`src/rtl/freq_meter_pkg.sv`:
```
// Shared definitions for the period meter: FSM encoding and default counter width.
// FREQ_METER_SYNC_EN (see sig_edge_sync) selects the 2-FF input synchroniser.
package freq_meter_pkg;

  localparam int FM_CNT_WIDTH = 16;

  typedef enum logic {
    FM_IDLE    = 1'b0,
    FM_MEASURE = 1'b1
  } fm_state_e;

endpackage

```
`src/rtl/freq_meter_sig_edge_sync.sv`:
```
// Rising-edge detector for sig_in. FREQ_METER_SYNC_EN inserts a 2-FF synchroniser
// ahead of the edge register so an asynchronous sig_in can be used.
module sig_edge_sync (
  input  logic clk,
  input  logic rst,
  input  logic sig_in,
  output logic rise
);

  logic sig_s;
  logic sig_d_q;

`ifdef FREQ_METER_SYNC_EN
  logic [1:0] sync_q;

  always_ff @(posedge clk) begin
    if (rst) sync_q <= 2'b00;
    else     sync_q <= {sync_q[0], sig_in};
  end

  assign sig_s = sync_q[1];
`else
  assign sig_s = sig_in;
`endif

  // The edge register runs regardless of enable, so a level already high at enable is not a rise.
  always_ff @(posedge clk) begin
    if (rst) sig_d_q <= 1'b0;
    else     sig_d_q <= sig_s;
  end

  assign rise = sig_s & ~sig_d_q;

endmodule

```
`src/rtl/freq_meter.sv`:
```
// Period meter: counts clk cycles between consecutive rising edges of sig_in.
// Build with FREQ_METER_SYNC_EN for an asynchronous sig_in (adds 2 cycles of latency).
module freq_meter
  import freq_meter_pkg::*;
#(
  parameter int CNT_WIDTH = FM_CNT_WIDTH
) (
  input  logic                 clk,
  input  logic                 rst,
  input  logic                 enable,
  input  logic                 sig_in,
  output logic [CNT_WIDTH-1:0] period,
  output logic                 period_valid,
  output logic                 overflow,
  output logic                 busy
);

  logic                 rise;
  fm_state_e            state_q;
  logic [CNT_WIDTH-1:0] cnt_q;
  logic [CNT_WIDTH-1:0] period_q;
  logic                 period_valid_q;
  logic                 overflow_q;

  sig_edge_sync u_edge (
    .clk    (clk),
    .rst    (rst),
    .sig_in (sig_in),
    .rise   (rise)
  );

  // Priority in MEASURE: enable drop, then rise, then counter saturation.
  always_ff @(posedge clk) begin
    if (rst) begin
      state_q        <= FM_IDLE;
      cnt_q          <= '0;
      period_q       <= '0;
      period_valid_q <= 1'b0;
      overflow_q     <= 1'b0;
    end else begin
      period_valid_q <= 1'b0;
      overflow_q     <= 1'b0;
      case (state_q)
        FM_IDLE: begin
          cnt_q <= '0;
          if (enable && rise) begin
            state_q <= FM_MEASURE;
            cnt_q   <= CNT_WIDTH'(1);
          end
        end
        FM_MEASURE: begin
          if (!enable) begin
            state_q <= FM_IDLE;
            cnt_q   <= '0;
          end else if (rise) begin
            period_q       <= cnt_q;
            period_valid_q <= 1'b1;
            cnt_q          <= CNT_WIDTH'(1);
          end else if (&cnt_q) begin
            overflow_q <= 1'b1;
            cnt_q      <= '0;
            state_q    <= FM_IDLE;
          end else begin
            cnt_q <= cnt_q + 1'b1;
          end
        end
        default: begin
          state_q <= FM_IDLE;
          cnt_q   <= '0;
        end
      endcase
    end
  end

  assign period       = period_q;
  assign period_valid = period_valid_q;
  assign overflow     = overflow_q;
  assign busy         = (state_q == FM_MEASURE);

endmodule
```
`config.mk`:
```
export PLATFORM = sky130hd
export DESIGN_NAME = freq_meter
export DESIGN_NICKNAME = d
export VERILOG_FILES = /design/src/rtl/freq_meter_pkg.sv /design/src/rtl/freq_meter_sig_edge_sync.sv /design/src/rtl/freq_meter.sv
export SDC_FILE = /design/constraint.sdc
export NUM_CORES = 1
export LEC_CHECK = 0
export CELL_PAD_IN_SITES_DETAIL_PLACEMENT = 1
export CELL_PAD_IN_SITES_GLOBAL_PLACEMENT = 2
export CORE_MARGIN = 1
export CORE_UTILIZATION = 31
export CTS_CLUSTER_SIZE = 25
export DETAILED_ROUTE_END_ITERATION = 12
export GPL_ROUTABILITY_DRIVEN = 0
export HOLD_SLACK_MARGIN = 0.05
export PLACE_DENSITY_LB_ADDON = 0.15
export SLEW_MARGIN = 10
export SYNTH_ARGS = -nofsm -noshare
export SYNTH_HDL_FRONTEND = slang
export SYNTH_SLANG_ARGS = --single-unit
```
`constraint.sdc`:
```
create_clock -name clk -period 2.5 [get_ports clk]
set_clock_uncertainty 0.2 [all_clocks]
set_input_delay 0.625 -clock clk [delete_from_list [all_inputs] [get_ports clk]]
set_output_delay 0.625 -clock clk [all_outputs]
set_load 0.1 [all_outputs]
```
======== After elaboration in Yosys (flattened, before gate mapping) ========
Cells that the tools add are included.
storage, ports and cells
  register bits ........................... 36
  input port bits ......................... 4
  output and inout port bits .............. 19
operators by class
  add/subtract/negate cells ............... 1
  mux-type cells .......................... 12
  bitwise logic cells ..................... 4
  reduce and logical (&&, ||, !) cells .... 5
operator list
  operator                                                         number
  16-bit 2-to-1 mux                                                3
  16-bit one-hot mux with 2 select lines                           1
  16-bit by 1-bit adder with 16-bit output, second input constant  1
  16-bit AND reduction                                             1
  1-bit 2-to-1 mux                                                 7
  4-bit OR reduction                                               1
  1-bit NOT                                                        3
  3-bit AND reduction                                              1
  3-bit OR reduction                                               1
  1-bit one-hot mux with 2 select lines                            1
  1-bit AND                                                        1
  1-bit logical AND                                                1

======== Longest topological paths before layout ========
  word-level depth ........................ 5
  gate-level depth with buffers ........... 6
  depth with buffers taken out ............ 5

======== Hierarchy ========
A second synthesis with hierarchy kept.
second synthesis, totals
  cells, all modules ...................... 164
  area total of the unflattened synthesis .. 1,432.6 um^2
modules (own cells, without submodules)
  module         instances  cells an instance  area an instance (um^2)  seq. area each (um^2)
  freq_meter     1          161                1,385.1                  700.7
  sig_edge_sync  1          3                  47.5                     20.0

======== Worst setup path before layout ========
Ideal clock, no wire load.
  path type ............................... register to register
  start ................................... register state_q, in the netlist busy
  end ..................................... register cnt_q[11]
  setup time .............................. 0.064 ns
  arrival time ............................ 1.895 ns
  path slack .............................. 0.342 ns
  cell stages (with the launch flop) ...... 5
  path buffers ............................ 1
  cell sequence ........................... dfxtp_1 > or3b_4 > o21bai_4 > buf_4 > nor2_1
between the ends
  cells in the longest elaborated chain, start to end .. 2
RTL lines
  element                                   RTL line          RTL
  from (decl)                               freq_meter.sv:19  fm_state_e state_q;
  from (signal assigned)                    freq_meter.sv:35  state_q <= FM_IDLE;
  from (signal assigned)                    freq_meter.sv:47  state_q <= FM_MEASURE;
  from (signal assigned)                    freq_meter.sv:53  state_q <= FM_IDLE;
  1-bit NOT (no line)                       --
  16-bit one-hot mux with 2 select lines *  freq_meter.sv:43  case (state_q)
  to (signal assigned)                      freq_meter.sv:64  cnt_q <= cnt_q + 1'b1;
  to (decl)                                 freq_meter.sv:20  logic [CNT_WIDTH-1:0] cnt_q;
Mark *: on every way between the ends. The rest lies on a longest branch, timed or not.
A chain may end at the register's enable or synchronous reset.

======== Worst setup path in the final report ========
  start ................................... register cnt_q[0]
  end ..................................... register cnt_q[5]
between the ends
  cells in the longest elaborated chain, start to end .. 5
  elaborated cells on any way between the ends .. 6
RTL lines
  element                                                                           RTL line                            RTL
  16-bit by 1-bit adder with 16-bit output or 16-bit AND reduction (tied branches)  freq_meter.sv:64, freq_meter.sv:59
  16-bit 2-to-1 mux *                                                               freq_meter.sv:59                    end else if (&cnt_q) begin
  16-bit 2-to-1 mux *                                                               freq_meter.sv:55                    end else if (rise) begin
  16-bit 2-to-1 mux *                                                               freq_meter.sv:52                    if (!enable) begin
  16-bit one-hot mux with 2 select lines *                                          freq_meter.sv:43
Marked as above.

==> impl_metrics.csv <==
group,metric,value,unit
global_route,grt_pass1_vias,1151,
synthesis,synthDistinctLibCells,27,
place,numPortBuffers,22,
final_layout,drive_above_1_share,0.181,
floorplanning,initial_utilization,0.326,
floorplanning,ios,23,
final_layout,n_antenna_cell,0,
critical_path,path_depth,5,
detailed_routing,via_per_inst,4.84,
pwr,vdd.ir_drop.worst,0.331,mV
final_layout,multi_input_area,674,µm²
detailed_routing,wl_per_cell,13.6,µm
critical_path,cpMaxStageDelayCell,"or3_4",
status,status,"complete, no violations",
synthesis,synthCells,168,
synthesis,yosysTopAreaCell,"dfxtp_1",
detailed_routing,dr.pass1.iters,4,
cts,clock_latency,0.28,ns
cts,clkTransAtPathRegs,0.07,ns
critical_path,crit_buf_inv,0,
detailed_routing,drt-initial-drc-count,32,
final_layout,final_area,1740,µm²
floorplanning,die_x,70.0,µm
synthesis,yosys-top-cells-area,"dfxtp_1 50%, nand2_1 10%, a21oi_1 7.3%, xnor2_1 5.5%, nor2_1 4.2%",
sta,period_minus_slack,2.13,ns
global_route,grt_pass1_wl,5530,µm
floorplanning,core_area,4380,µm²
cts,root_buffer,"clkbuf_8",
synthesis,synthesis.area,1430,µm²
pwr,power.density,563,nW/µm²
hold_path,hp-class,"reg2reg",
synthesis,yosysSeqAreaShare,0.503,
cts,cts_buffer_depth,2,
sta,layout_setup_ws,0.367,ns
critical_path,cp_max_fo,12,
cts,cts_buffers,5,
cts,cts_sinks,36,
floorplanning,die_y,70.0,µm
sta,max_freq,469,MHz
global_route,antenna_found_initial,0,
global_route,grt_max_degree,18,
critical_path,start_kind,"register",
global_route,grt_overflow,0,
critical_path,critPathCaptureType,"register",
sta,final_max_slew_viol_count,0,
synthesis,yosysWarnings,0,
detailed_routing,drt-total-wl,3340,µm
sta,hold_viol,0,
place,post_dp_cell_area,1670,µm²
detailed_routing,route.detailed.drc,0,
critical_path,arrival,2.10,ns
pwr,power,0.980,mW
final_layout,area_delta_synth_final,21.5,%
floorplanning,die-area,4890,µm²
final_layout,seqCellArea,721,µm²
critical_path,rrSetupSlack,0.37,ns
critical_path,crit_path_max_incr_delay,0.48,ns
global_route,track_usage,0.146,
cts,post-cts-setup-buffers,0,
critical_path,rr_worst_depth,5,
synthesis,syn_avg_cell_area,8.52,µm²
cts,cts_tree,"done",
synthesis,synthesis.nets,173,
floorplanning,rows,24,
synthesis,ys_ff_latch,36,
pwr,p_leak,0.578,nW
cts,h-tree-depth,2,
sta,rsz0062_at_grt,"no",
place,pre_cts_ws,0.150,ns
hold_path,holdPathStages,2,
cts,cts_hold_buf,0,
final_layout,final_nets,200,
sta,finalSetupTns,0,ns
place,dpl.hpwl,2410,µm
final_layout,fillerInstances,545,
sta,relSlewSlack,0.764,
detailed_routing,final_antenna_net_count,0,
job,cap_violations,0,
sta,fin_crit_sh,0.853,
critical_path,worstSetupPathType,"reg2reg",
critical_path,cp_top_family,"simple AND/OR/NAND/NOR gates",
sta,tightest_slew,0.351,ns
synthesis,netlist.area_leader.share,0.503,
cts,post_cts_resized,0,
critical_path,cp_cell_sequence,"ha_1, nand4_2, or3_4, o21bai_4, nor2_1",
sta,finalSetupViolations,0,
critical_path,cp.required,2.46,ns
detailed_routing,dr_total_vias,1186,
## stage by stage
| stage | utilization | hold WS, ns | cells |
|---|---|---|---|
| floorplan | - | 0.250 | 168 |
| global placement | 0.381 | 0.242 | 240 |
| detailed placement | 0.381 | 0.248 | 240 |
| CTS | 0.397 | 0.258 | 245 |
| global route | 0.397 | 0.273 | 245 |
| finish | 0.397 | 0.255 | 245 |
## report_power, final
part	leakage (nW)	switching, mW	internal (mW)
clock network	0.0359	0.188	0.180
registers	0.290	0.00295	0.576
logic	0.252	0.0210	0.0124
## layout make-up
| cell class | count | share of cell area |
|---|---|---|
| tap | 52 | 0.0374 |
| sequential | 36 | 0.414 |
| inverter | 2 | 0.00432 |
| clock buffer | 5 | 0.0396 |
| timing repair buffer | 26 | 0.117 |
| multi-input combinational | 124 | 0.388 |
## worst paths after layout
check / start / end
min reg2reg: period[13] / period[13]
max reg2reg: cnt_q[0] / cnt_q[5]
max: cnt_q[0] / cnt_q[5]
min: period[13] / period[13]
## cells in the mapped netlist
cell and n:
a21oi_1 21, and3_1 1, and4_1 1, buf_2 2, buf_4 1, clkbuf_1 3
dfxtp_1 36, ha_1 1, inv_1 2, nand2_1 40, nand2b_1 1, nand2b_4 1
nand3_1 5, nand3_2 1, nand4_1 3, nand4_2 1, nor2_1 16, nor2b_1 3
nor3_1 3, nor4_1 3, o21ai_0 5, o21bai_4 1, or3_1 3, or3_4 2
or3b_4 1, xnor2_1 9, xor2_1 2
## state kept, by name, indices dropped and copies added (netlist names)
signal / flops
overflow: 1
cnt_q: 16
period_valid: 1
busy: 1
period: 16
u_edge.sig_d_q: 1
## worst min-delay path: stages, from the launching register on
cell and delay [ns]:
dfxtp_1 0.31, nand2_1 0.05, a21oi_1 0.05
## cells in the final DEF, fill, tap and decap left out, drive strengths merged, types with 3 or more instances in the layout
cell           netlist  layout
xnor2                9       9
nand3                6       6
nor2b                3       3
a21oi               21      21
nor2                16      16
buf                  3      23
nand2               40      40
nor4                 3       3
or3                  5       5
dfxtp               36      36
clkdlybuf4s50        0       3
clkbuf               3       5
o21ai                5       5
nand4                4       4
nor3                 3       3
## per-layer routing
layer	global-route usage	routed length (µm)	share of wire	vias to the layer above
met5	0	0	0	-
met1	0.179	1600	0.48	544
met3	0.0447	140	0.042	6
met2	0.240	1550	0.46	23
met4	0.0533	51	0.015	0
li1	-	-	-	613
## cell families (layout without fill, tap and decap cells)
group	after synthesis	after routing	synth area share
flops	36	36	0.503
compound gates	27	27	0.104
simple gates	85	85	0.291
fa+ha+maj	1	1	0.00874
xor+xnor	11	11	0.0673
buf+inv	8	33	0.0254
(Power assumes the default switching activity.)
